`src/rtl/lsm_sequencer_p.sv`:
```
`default_nettype none
// ============================================================================
//  Module      : lsm_sequencer_p
//  Description : Parametrised load/store-multiple sequencer. Walks a latched
//                register mask lowest-index first, generating the word
//                address and register index for each transfer under the
//                IA/IB/DA/DB addressing modes. Uses a MOC memory handshake,
//                computes the base writeback value, and suppresses
//                writeback when a load also writes the base register.
//  Revision    : 1.0 - initial release
// ============================================================================
module lsm_sequencer_p #(
   parameter int NREGS  = 16,
   parameter int IDX_W  = 4,
   parameter int ADDR_W = 32
) (
   input  logic              CLK,
   input  logic              RESET,
   input  logic              START,
   input  logic [NREGS-1:0]  REG_LIST,
   input  logic [ADDR_W-1:0] BASE,
   input  logic [IDX_W-1:0]  BASE_IDX,
   input  logic              P_BIT,
   input  logic              U_BIT,
   input  logic              L_BIT,
   input  logic              W_BIT,
   input  logic              MOC,
   output logic              BUSY,
   output logic              MEM_REQ,
   output logic              MEM_RW,
   output logic [ADDR_W-1:0] MEM_ADDR,
   output logic [IDX_W-1:0]  REG_IDX,
   output logic              RF_WE,
   output logic              WB_EN,
   output logic [ADDR_W-1:0] WB_VALUE,
   output logic              DONE
);

   // Popcount needs one bit more than the index to hold NREGS itself.
   localparam int                c_CNT_W = IDX_W + 1;
   localparam logic [ADDR_W-1:0] c_WORD  = ADDR_W'(4);

   typedef enum logic [2:0] {
      S_IDLE   = 3'd0,
      S_SETUP  = 3'd1,
      S_ACCESS = 3'd2,
      S_WB     = 3'd3,
      S_DONE   = 3'd4
   } state_t;

   state_t              r_state;
   state_t              w_state_next;

   // Latched operation context.
   logic [NREGS-1:0]    r_list;       // original list, kept for the base-in-list rule
   logic [NREGS-1:0]    r_mask;       // remaining registers still to transfer
   logic [ADDR_W-1:0]   r_base;
   logic [IDX_W-1:0]    r_base_idx;
   logic                r_p;
   logic                r_u;
   logic                r_l;
   logic                r_w;

   // Address generation state.
   logic [ADDR_W-1:0]   r_addr;       // address of the transfer in progress
   logic [ADDR_W-1:0]   r_addr_hold;  // last presented address, shown outside ACCESS
   logic [IDX_W-1:0]    r_idx_hold;   // last presented index, shown outside ACCESS
   logic [ADDR_W-1:0]   r_wb_value;

   // Combinational helpers.
   logic [c_CNT_W-1:0]  w_count;
   logic [ADDR_W-1:0]   w_span;       // 4 * number of registers in the list
   logic [ADDR_W-1:0]   w_start_addr;
   logic [IDX_W-1:0]    w_low_idx;
   logic [NREGS-1:0]    w_mask_next;
   logic                w_base_loaded;

   // Count the registers in the latched mask (only meaningful in SETUP).
   always_comb begin
      w_count = '0;
      for (int i = 0; i < NREGS; i++) begin
         w_count = w_count + c_CNT_W'(r_mask[i]);
      end
      w_span = ADDR_W'(w_count) << 2;
   end

   // Lowest set bit of the remaining mask selects the next register.
   always_comb begin
      w_low_idx = '0;
      for (int i = NREGS - 1; i >= 0; i--) begin
         if (r_mask[i]) begin
            w_low_idx = IDX_W'(i);
         end
      end
      // Clearing the lowest set bit retires the current register.
      w_mask_next   = r_mask & (r_mask - NREGS'(1));
      w_base_loaded = r_l & r_list[r_base_idx];
   end

   // Lowest address of the block; all modes then walk upwards in 4-byte steps.
   always_comb begin
      w_start_addr = r_base;
      case ({r_p, r_u})
         2'b01:   w_start_addr = r_base;                   // IA
         2'b11:   w_start_addr = r_base + c_WORD;          // IB
         2'b00:   w_start_addr = r_base - w_span + c_WORD; // DA
         default: w_start_addr = r_base - w_span;          // DB
      endcase
   end

   // State register.
   always_ff @(posedge CLK) begin
      if (RESET) begin
         r_state <= S_IDLE;
      end else begin
         r_state <= w_state_next;
      end
   end

   // Datapath registers: operand latch, address walk, writeback value.
   always_ff @(posedge CLK) begin
      if (RESET) begin
         r_list      <= '0;
         r_mask      <= '0;
         r_base      <= '0;
         r_base_idx  <= '0;
         r_p         <= 1'b0;
         r_u         <= 1'b0;
         r_l         <= 1'b0;
         r_w         <= 1'b0;
         r_addr      <= '0;
         r_addr_hold <= '0;
         r_idx_hold  <= '0;
         r_wb_value  <= '0;
      end else begin
         case (r_state)
            S_IDLE: begin
               if (START) begin
                  r_list     <= REG_LIST;
                  r_mask     <= REG_LIST;
                  r_base     <= BASE;
                  r_base_idx <= BASE_IDX;
                  r_p        <= P_BIT;
                  r_u        <= U_BIT;
                  r_l        <= L_BIT;
                  r_w        <= W_BIT;
               end
            end
            S_SETUP: begin
               r_addr     <= w_start_addr;
               // An empty list gives a zero span, so this reduces to BASE.
               r_wb_value <= r_u ? (r_base + w_span) : (r_base - w_span);
            end
            S_ACCESS: begin
               r_addr_hold <= r_addr;
               r_idx_hold  <= w_low_idx;
               if (MOC) begin
                  r_mask <= w_mask_next;
                  r_addr <= r_addr + c_WORD;
               end
            end
            default: begin
            end
         endcase
      end
   end

   // Next-state decode and per-state output strobes.
   always_comb begin
      w_state_next = r_state;
      BUSY         = (r_state != S_IDLE);
      MEM_REQ      = 1'b0;
      MEM_RW       = 1'b0;
      MEM_ADDR     = r_addr_hold;
      REG_IDX      = r_idx_hold;
      RF_WE        = 1'b0;
      WB_EN        = 1'b0;
      DONE         = 1'b0;
      case (r_state)
         S_IDLE: begin
            if (START) begin
               w_state_next = S_SETUP;
            end
         end
         S_SETUP: begin
            w_state_next = (w_count == '0) ? S_DONE : S_ACCESS;
         end
         S_ACCESS: begin
            MEM_REQ  = 1'b1;
            MEM_RW   = r_l;
            MEM_ADDR = r_addr;
            REG_IDX  = w_low_idx;
            if (MOC) begin
               RF_WE = r_l;
               if (w_mask_next == '0) begin
                  w_state_next = S_WB;
               end
            end
         end
         S_WB: begin
            // A base register reloaded from memory takes precedence.
            WB_EN        = r_w & ~w_base_loaded;
            w_state_next = S_DONE;
         end
         S_DONE: begin
            DONE         = 1'b1;
            w_state_next = S_IDLE;
         end
         default: begin
            w_state_next = S_IDLE;
         end
      endcase
   end

   assign WB_VALUE = r_wb_value;

endmodule
`default_nettype wire

```
`config.mk`:
```
export PLATFORM = sky130hd
export DESIGN_NAME = lsm_sequencer_p
export DESIGN_NICKNAME = d
export VERILOG_FILES = /design/src/rtl/lsm_sequencer_p.sv
export SDC_FILE = /design/constraint.sdc
export NUM_CORES = 1
export LEC_CHECK = 0
export CAP_MARGIN = 20
export CORE_AREA = 2 2 127 178
export DETAILED_ROUTE_END_ITERATION = 10
export DIE_AREA = 0 0 129 180
export DONT_BUFFER_PORTS = 1
export PLACE_DENSITY = 0.71
export SYNTH_ARGS = -nofsm -noshare
export SYNTH_HDL_FRONTEND = slang
export SYNTH_SLANG_ARGS = --single-unit
```
`constraint.sdc`:
```
create_clock -name CLK -period 17.37 [get_ports CLK]
set_clock_uncertainty 0.2 [all_clocks]
set_input_delay 2.6055 -clock CLK [delete_from_list [all_inputs] [get_ports CLK]]
set_output_delay 2.6055 -clock CLK [all_outputs]
set_load 0.02 [all_outputs]
```
==> key figures, run 1 <==
STA
  • Final-report max-slew violation count: 0
  • Share of the cycle needed by the critical path after routing: 44.0%
  • Setup TNS after final layout: 0 ns
  • Headroom to the max-slew limit: 29.7%
  • RSZ-0062 raised after global routing: no
  • Final-report hold violation count: 0
  • Worst-Margin Slew: 1.05 ns
  • Number of endpoints failing setup at the final stage: 0
  • Highest achievable clock rate: 131 MHz
  • Period minus WS final: 7.64 ns

Route
  • Starting DRC count in detailed routing: 1,152
  • Vias: 11,900
  • Total iterations of the first detailed-routing run: 6
  • Detailed-route vias per instance: 6.32
  • Residual DRC count: 0
  • Routed WL: 39.6 mm
  • Avg WL per Cell: 21.1 um
  • Remaining antenna violation count after routing: 0

Global route
  • Largest net degree at the start of global routing: 178
  • Total congestion overflow: 0
  • Number of antenna violations at the first check in global routing: 0
  • Number of global-route vias before repair: 10,900
  • Global-route usage over all layers: 33.6%
  • Wire length of the first global-routing pass: 61.7 mm

Setup path
  • Cell type with the highest occurrence count on the critical path: sky130_fd_sc_hd__inv_1
  • Highest net fanout along the worst path: 16
  • Cell breakdown of the critical path: inv_1 > fa_1 > inv_1 > fa_1 > fa_1 > inv_1 > fa_1 > inv_1 > ha_1 > inv_1 > fa_1 > xor2_1 > inv_1 > ha_1 > and2b_1 > a2111oi_4 > nor3_1 > a2bb2oi_1 > nor3_1 > nand2_1 > xnor2_1 > a211oi_1 > nor4_1
  • Worst path top cell family by delay: adder cells
  • Crit path max-delay cell type: sky130_fd_sc_hd__a2111oi_4
  • Highest cell delay on the worst timing path: 0.89 ns
  • Setup CP Type: flop to flop
  • Worst Path Buf+Inv: 6
  • Crit end category: flop
  • Data required time at the worst endpoint: 17.48 ns
  • Data arrival, critical path: 7.76 ns
  • Setup crit start kind: flop

Outcome
  • Run status: completed

Clock network
  • Quantity of hold-fixing buffers added after cts: 0
  • Clock buffers created by TritonCTS: 17
  • CTS-repair resized insts: 0
  • Clock-pin slew on the worst setup and hold paths: 0.07 ns
  • Post-CTS setup buffer count: 0
  • Clock tree from TritonCTS: done
  • Total clock sinks: 175
  • CTS H-tree depth: 4
  • Root buffer cell: sky130_fd_sc_hd__clkbuf_16
  • Clock latency on the worst-skew pair: 0.45 ns
  • Maximum buffer depth of the clock tree: 2

Die
  • I/O pin total: 134
  • Starting Density: 55.1%
  • Die Area: 23,200 um^2
  • Chip Height: 180 um
  • CORE AREA: 21,700 um^2
  • Die Span X: 129 um
  • Floorplan row count: 64

Yosys
  • Cell count after synthesis: 1,657
  • Most used flip-flop cell after synthesis: sky130_fd_sc_hd__dfxtp_1
  • Post-synth design cell area: 12,000 um^2
  • Nets in the synthesized netlist: 1,752
  • Average cell area after synthesis: 7.21 um^2
  • Number of distinct standard cells referenced by the synthesized netlist: 95
  • Sequential element share of the synthesized area: 29.3%
  • Yosys synthesis warning count: 0
  • Flip-flop and latch count after synthesis: 175
  • Largest area contributor in the netlist: sky130_fd_sc_hd__dfxtp_1
  • Post-synth EDFFs: 0
  • Proportion of register bits with asynchronous set or reset after synthesis: 0%
  • Share of the synthesized area in the top cell type: 29.3%
  • Ranking of synthesized cells by area: sky130_fd_sc_hd__dfxtp_1 (29%), sky130_fd_sc_hd__nand2_1 (11%), sky130_fd_sc_hd__a21oi_1 (9.0%), sky130_fd_sc_hd__xnor2_1 (4.0%), sky130_fd_sc_hd__nor2_1 (3.1%)

Cells and area
  • Count of nets after finishing: 1,667
  • Count of antenna diodes in the layout: 0
  • Share of post-route cells with drive strength above 1: 6.12%
  • Synthesis-to-layout area growth: 5.55%

Placement
  • Port-buffer cells: 0
  • Final GP Congestion: 0.953
  • Half-perimeter wire length of the detailed placement result: 28.3 mm

Flow run
  • Max cap viols: 0

Hold path
  • Type of the most critical hold path: flop to flop
[stage by stage]
step | cells | worst slack, ns | instance area, um^2 | util (%) | hold WS (ns)
2_1_floorplan | 1657 | 10.77 | 12000 | - | 0.233
3_3_place_gp | 1847 | 9.92 | 11900 | 55.0 | 0.236
3_5_place_dp | 1848 | 9.86 | 11900 | 55.0 | 0.241
4_1_cts | 1880 | 9.77 | 12600 | 58.1 | 0.249
5_1_grt | 1882 | 9.15 | 12600 | 58.1 | 0.273
6_report | 1882 | 9.73 | 12600 | 58.1 | 0.252
[synth_stat cells (6+ instances only)]
cell	number
sky130_fd_sc_hd__a211oi_1	25
sky130_fd_sc_hd__nand2b_1	13
sky130_fd_sc_hd__o22ai_1	11
sky130_fd_sc_hd__buf_6	9
sky130_fd_sc_hd__buf_1	20
sky130_fd_sc_hd__dfxtp_1	175
sky130_fd_sc_hd__and3_1	18
sky130_fd_sc_hd__nand4_1	19
sky130_fd_sc_hd__fa_1	12
sky130_fd_sc_hd__a21oi_1	215
sky130_fd_sc_hd__nand3_1	32
sky130_fd_sc_hd__buf_2	7
sky130_fd_sc_hd__inv_1	51
sky130_fd_sc_hd__a21o_1	9
sky130_fd_sc_hd__xnor2_1	54
sky130_fd_sc_hd__nor3_1	57
sky130_fd_sc_hd__mux2i_1	11
sky130_fd_sc_hd__nand2_1	354
sky130_fd_sc_hd__nor2_1	98
sky130_fd_sc_hd__a31oi_1	21
sky130_fd_sc_hd__o31ai_1	8
sky130_fd_sc_hd__nor3b_1	6
sky130_fd_sc_hd__nor4_1	23
sky130_fd_sc_hd__ha_1	23
sky130_fd_sc_hd__o211ai_1	9
sky130_fd_sc_hd__a22oi_1	7
sky130_fd_sc_hd__nand3b_1	6
sky130_fd_sc_hd__nor2b_1	17
sky130_fd_sc_hd__xor2_1	29
sky130_fd_sc_hd__or4_1	10
sky130_fd_sc_hd__o21ai_0	73
sky130_fd_sc_hd__clkbuf_1	84
sky130_fd_sc_hd__or3_1	20
[worst reg2reg max path, delay by kind of cell, from the launching register on]
family          cells  cell delay [ns]
xor+xnor            2             0.44
buf+inv             6             0.44
simple gates        5             1.51
fa+ha+maj           7             2.86
compound gates      3             1.63
flops               1             0.43
[sequential cells by signal (all words and copies together), names as in the netlist]
| signal | flops |
|---|---|
| r_mask | 16 |
| r_list | 16 |
| r_u | 1 |
| r_addr_hold | 32 |
| WB_VALUE | 32 |
| r_p | 1 |
| r_base | 32 |
| r_w | 1 |
| r_idx_hold | 4 |
| r_base_idx | 4 |
| r_l | 1 |
| r_addr | 32 |
| r_state | 3 |
[layout by cell type, fill, tap and decap left out, types with 6 or more instances in the layout]
cell,instances
sky130_fd_sc_hd__nand3b_1,6
sky130_fd_sc_hd__fa_1,12
sky130_fd_sc_hd__nor2b_1,16
sky130_fd_sc_hd__inv_1,51
sky130_fd_sc_hd__a22oi_1,7
sky130_fd_sc_hd__o22ai_1,11
sky130_fd_sc_hd__xnor2_1,54
sky130_fd_sc_hd__xor2_1,29
sky130_fd_sc_hd__clkbuf_16,17
sky130_fd_sc_hd__o31ai_1,8
sky130_fd_sc_hd__nand2_1,352
sky130_fd_sc_hd__buf_4,18
sky130_fd_sc_hd__mux2i_1,11
sky130_fd_sc_hd__a211oi_1,25
sky130_fd_sc_hd__nand2b_1,13
sky130_fd_sc_hd__nor3_1,57
sky130_fd_sc_hd__nand3_1,32
sky130_fd_sc_hd__or3_1,20
sky130_fd_sc_hd__o21ai_0,73
sky130_fd_sc_hd__dfxtp_1,175
sky130_fd_sc_hd__o211ai_1,9
sky130_fd_sc_hd__ha_1,23
sky130_fd_sc_hd__or4_1,10
sky130_fd_sc_hd__a21oi_1,215
sky130_fd_sc_hd__a21o_1,9
sky130_fd_sc_hd__nor2_1,97
sky130_fd_sc_hd__nand4_1,19
sky130_fd_sc_hd__a31oi_1,21
sky130_fd_sc_hd__and3_1,18
sky130_fd_sc_hd__nor4_1,23
[per-layer routing]
layer | global-route usage [%] | share of wire (%) | up-vias
met5 | 0 | 0 | -
met4 | 12.9 | 3.4 | 0
met3 | 4.85 | 6.1 | 85
met2 | 56.5 | 49 | 477
met1 | 43.1 | 41 | 5642
li1 | - | - | 5681
[kinds of logic after synthesis]
| group | Yosys count | share of synthesized area (%) |
|---|---|---|
| flops | 175 | 29.3 |
| simple gates | 714 | 28.5 |
| compound gates | 455 | 23.4 |
| fa+ha+maj | 35 | 4.42 |
| mux | 16 | 1.86 |
| xor+xnor | 83 | 6.08 |
| buf+inv | 179 | 6.40 |
[area by class of cell]
type,instances,area [um^2]
repair buffers,21,151
inverters,54,203
well taps,297,372
multi-input cells,1303,7710
flip-flops and latches,175,3500
fillers,2101,9090
clock buffers,19,443
clock inverters,13,226
[path summary, 6_finish.rpt]
kind	from	end	slack, ns	cells after the start
max	r_mask[5]	r_addr[11]	9.73	23
min	r_list[10]	r_list[10]	0.25	2
max reg2reg	r_mask[5]	r_addr[11]	9.73	23
min reg2reg	r_list[10]	r_list[10]	0.25	2
Power of run 1 is not shown: default switching activity piles up to over one toggle a cycle in this logic, so the estimate is an artifact.
==> run 2: changes to the inputs <==
==> constraint.sdc (replaced) <==
create_clock -name CLK -period 7.52 [get_ports CLK]
set_clock_uncertainty 0.2 [all_clocks]
set_input_delay 1.128 -clock CLK [delete_from_list [all_inputs] [get_ports CLK]]
set_output_delay 1.128 -clock CLK [all_outputs]
set_load 0.02 [all_outputs]
==> key figures, run 2 (synthesis gave the netlist of run 1 again) <==
Outcome
  • Run status: completed

Die
  • Die Span X: 129 um
  • Chip Height: 180 um
  • I/O pin total: 134
  • Die Area: 23,200 um^2
  • CORE AREA: 21,700 um^2
  • Starting Density: 55.1%
  • Floorplan row count: 64

Clock network
  • Root buffer cell: sky130_fd_sc_hd__clkbuf_16
  • Clock latency on the worst-skew pair: 0.46 ns
  • Clock-pin slew on the worst setup and hold paths: 0.07 ns
  • Clock buffers created by TritonCTS: 17
  • Maximum buffer depth of the clock tree: 2
  • CTS H-tree depth: 4
  • Clock tree from TritonCTS: done
  • Total clock sinks: 175

Flow run
  • Max cap viols: 0

STA
  • Worst-Margin Slew: 0.968 ns
  • Headroom to the max-slew limit: 34.8%
  • Share of the cycle needed by the critical path after routing: 95.3%
  • RSZ-0062 raised after global routing: no
  • Period minus WS final: 7.16 ns
  • Number of endpoints failing setup at the final stage: 0
  • Setup TNS after final layout: 0 ns
  • Final-report max-slew violation count: 0
  • Highest achievable clock rate: 140 MHz
  • Final-report hold violation count: 0

Setup path
  • Crit path max-delay cell type: sky130_fd_sc_hd__or4_1
  • Data required time at the worst endpoint: 7.67 ns
  • Highest net fanout along the worst path: 7
  • Highest cell delay on the worst timing path: 0.67 ns
  • Cell type with the highest occurrence count on the critical path: sky130_fd_sc_hd__inv_1
  • Setup CP Type: flop to flop
  • Data arrival, critical path: 7.31 ns
  • Cell breakdown of the critical path: inv_1 > fa_1 > inv_1 > fa_1 > fa_1 > inv_1 > fa_1 > inv_1 > ha_1 > inv_1 > fa_1 > xor2_1 > inv_1 > ha_1 > and2b_1 > a2111o_1 > a211oi_1 > o32ai_2 > or4_1 > o31a_1 > or3_1 > a21oi_1 > o21ai_1
  • Crit end category: flop
  • Setup crit start kind: flop

Cells and area
  • Count of nets after finishing: 1,685
  • Synthesis-to-layout area growth: 6.46%
  • Share of post-route cells with drive strength above 1: 7.43%
  • Area of all placed cells without fillers: 12,700 um^2
  • Count of antenna diodes in the layout: 0
  • Most frequent cells in the layout: sky130_fd_sc_hd__nand2_1 (352), sky130_fd_sc_hd__a21oi_1 (215), sky130_fd_sc_hd__dfxtp_1 (175)
  • Total of fill cells in the finished design: 2,094
  • Commonest non-fill, non-tap cell in the layout: sky130_fd_sc_hd__nand2_1

Global route
  • Number of global-route vias before repair: 11,000
  • Largest net degree at the start of global routing: 178
  • Global-route usage over all layers: 32.5%
  • Number of antenna violations at the first check in global routing: 0
  • Wire length of the first global-routing pass: 59.9 mm
  • Total congestion overflow: 0

Route
  • Remaining antenna violation count after routing: 0
  • Total iterations of the first detailed-routing run: 6
  • Detailed-route vias per instance: 6.26
  • Routed WL: 38.1 mm
  • Starting DRC count in detailed routing: 1,068
  • Vias: 11,900
  • Residual DRC count: 0
  • Avg WL per Cell: 20.1 um

Placement
  • Final GP Congestion: 1.00
  • Port-buffer cells: 0
  • Placed cell areas: 12,100 um^2
  • Half-perimeter wire length of the detailed placement result: 27.1 mm

Hold path
  • Type of the most critical hold path: flop to flop
-- run 2: path summary, 6_finish.rpt --
check / to / start / slack, ns / depth (start not counted)
setup / recovery: r_addr[25] / r_mask[5] / 0.36 / 23
hold / removal: r_list[9] / r_list[9] / 0.25 / 2
setup reg to reg: r_addr[25] / r_mask[5] / 0.36 / 23
hold reg to reg: r_list[9] / r_list[9] / 0.25 / 2
-- run 2: final cells by class --
class	instances	area (um^2)	share of cell area, %
tap	297	372	2.92
clock buffer	18	439	3.45
inverter	54	203	1.59
timing repair buffer	39	293	2.30
multi-input combinational	1303	7730	60.8
clock inverter	13	179	1.41
sequential	175	3500	27.5
-- run 2: timing repair --
item	in CTS	in global routing
setup endpoints to repair	0	11
hold buffers	0	0
gates resized for setup	0	7
setup buffers	0	1
-- run 2: per-stage QoR --
| stage | hold WS, ns | std cells | util (%) | setup slack (ns) |
|---|---|---|---|---|
| finish | 0.254 | 1899 | 58.6 | 0.357 |
| global route | 0.275 | 1899 | 58.6 | 0.0206 |
| CTS | 0.253 | 1898 | 58.5 | 0.319 |
| global placement | 0.237 | 1867 | 55.6 | 0.538 |
| floorplan | 0.233 | 1657 | - | 0.921 |
| detailed placement | 0.244 | 1867 | 55.6 | 0.384 |
-- run 2: per-layer routing --
layer / up-vias / GRT usage (%) / wire length, um
met2: 503 / 53.9 / 18400
met1: 5551 / 40.7 / 15500
met4: 0 / 15.8 / 1710
met3: 103 / 5.24 / 2540
met5: - / 0 / 0
li1: 5722 / - / -
-- run 2: critical path: cells and delay by family (launching register included) --
family | cells | cell delay, ns
simple gates | 3 | 1.26
compound gates | 6 | 1.55
fa+ha+maj | 7 | 2.90
buf+inv | 6 | 0.45
flops | 1 | 0.43
xor+xnor | 1 | 0.27
Power of run 2 is left out for the same reason.
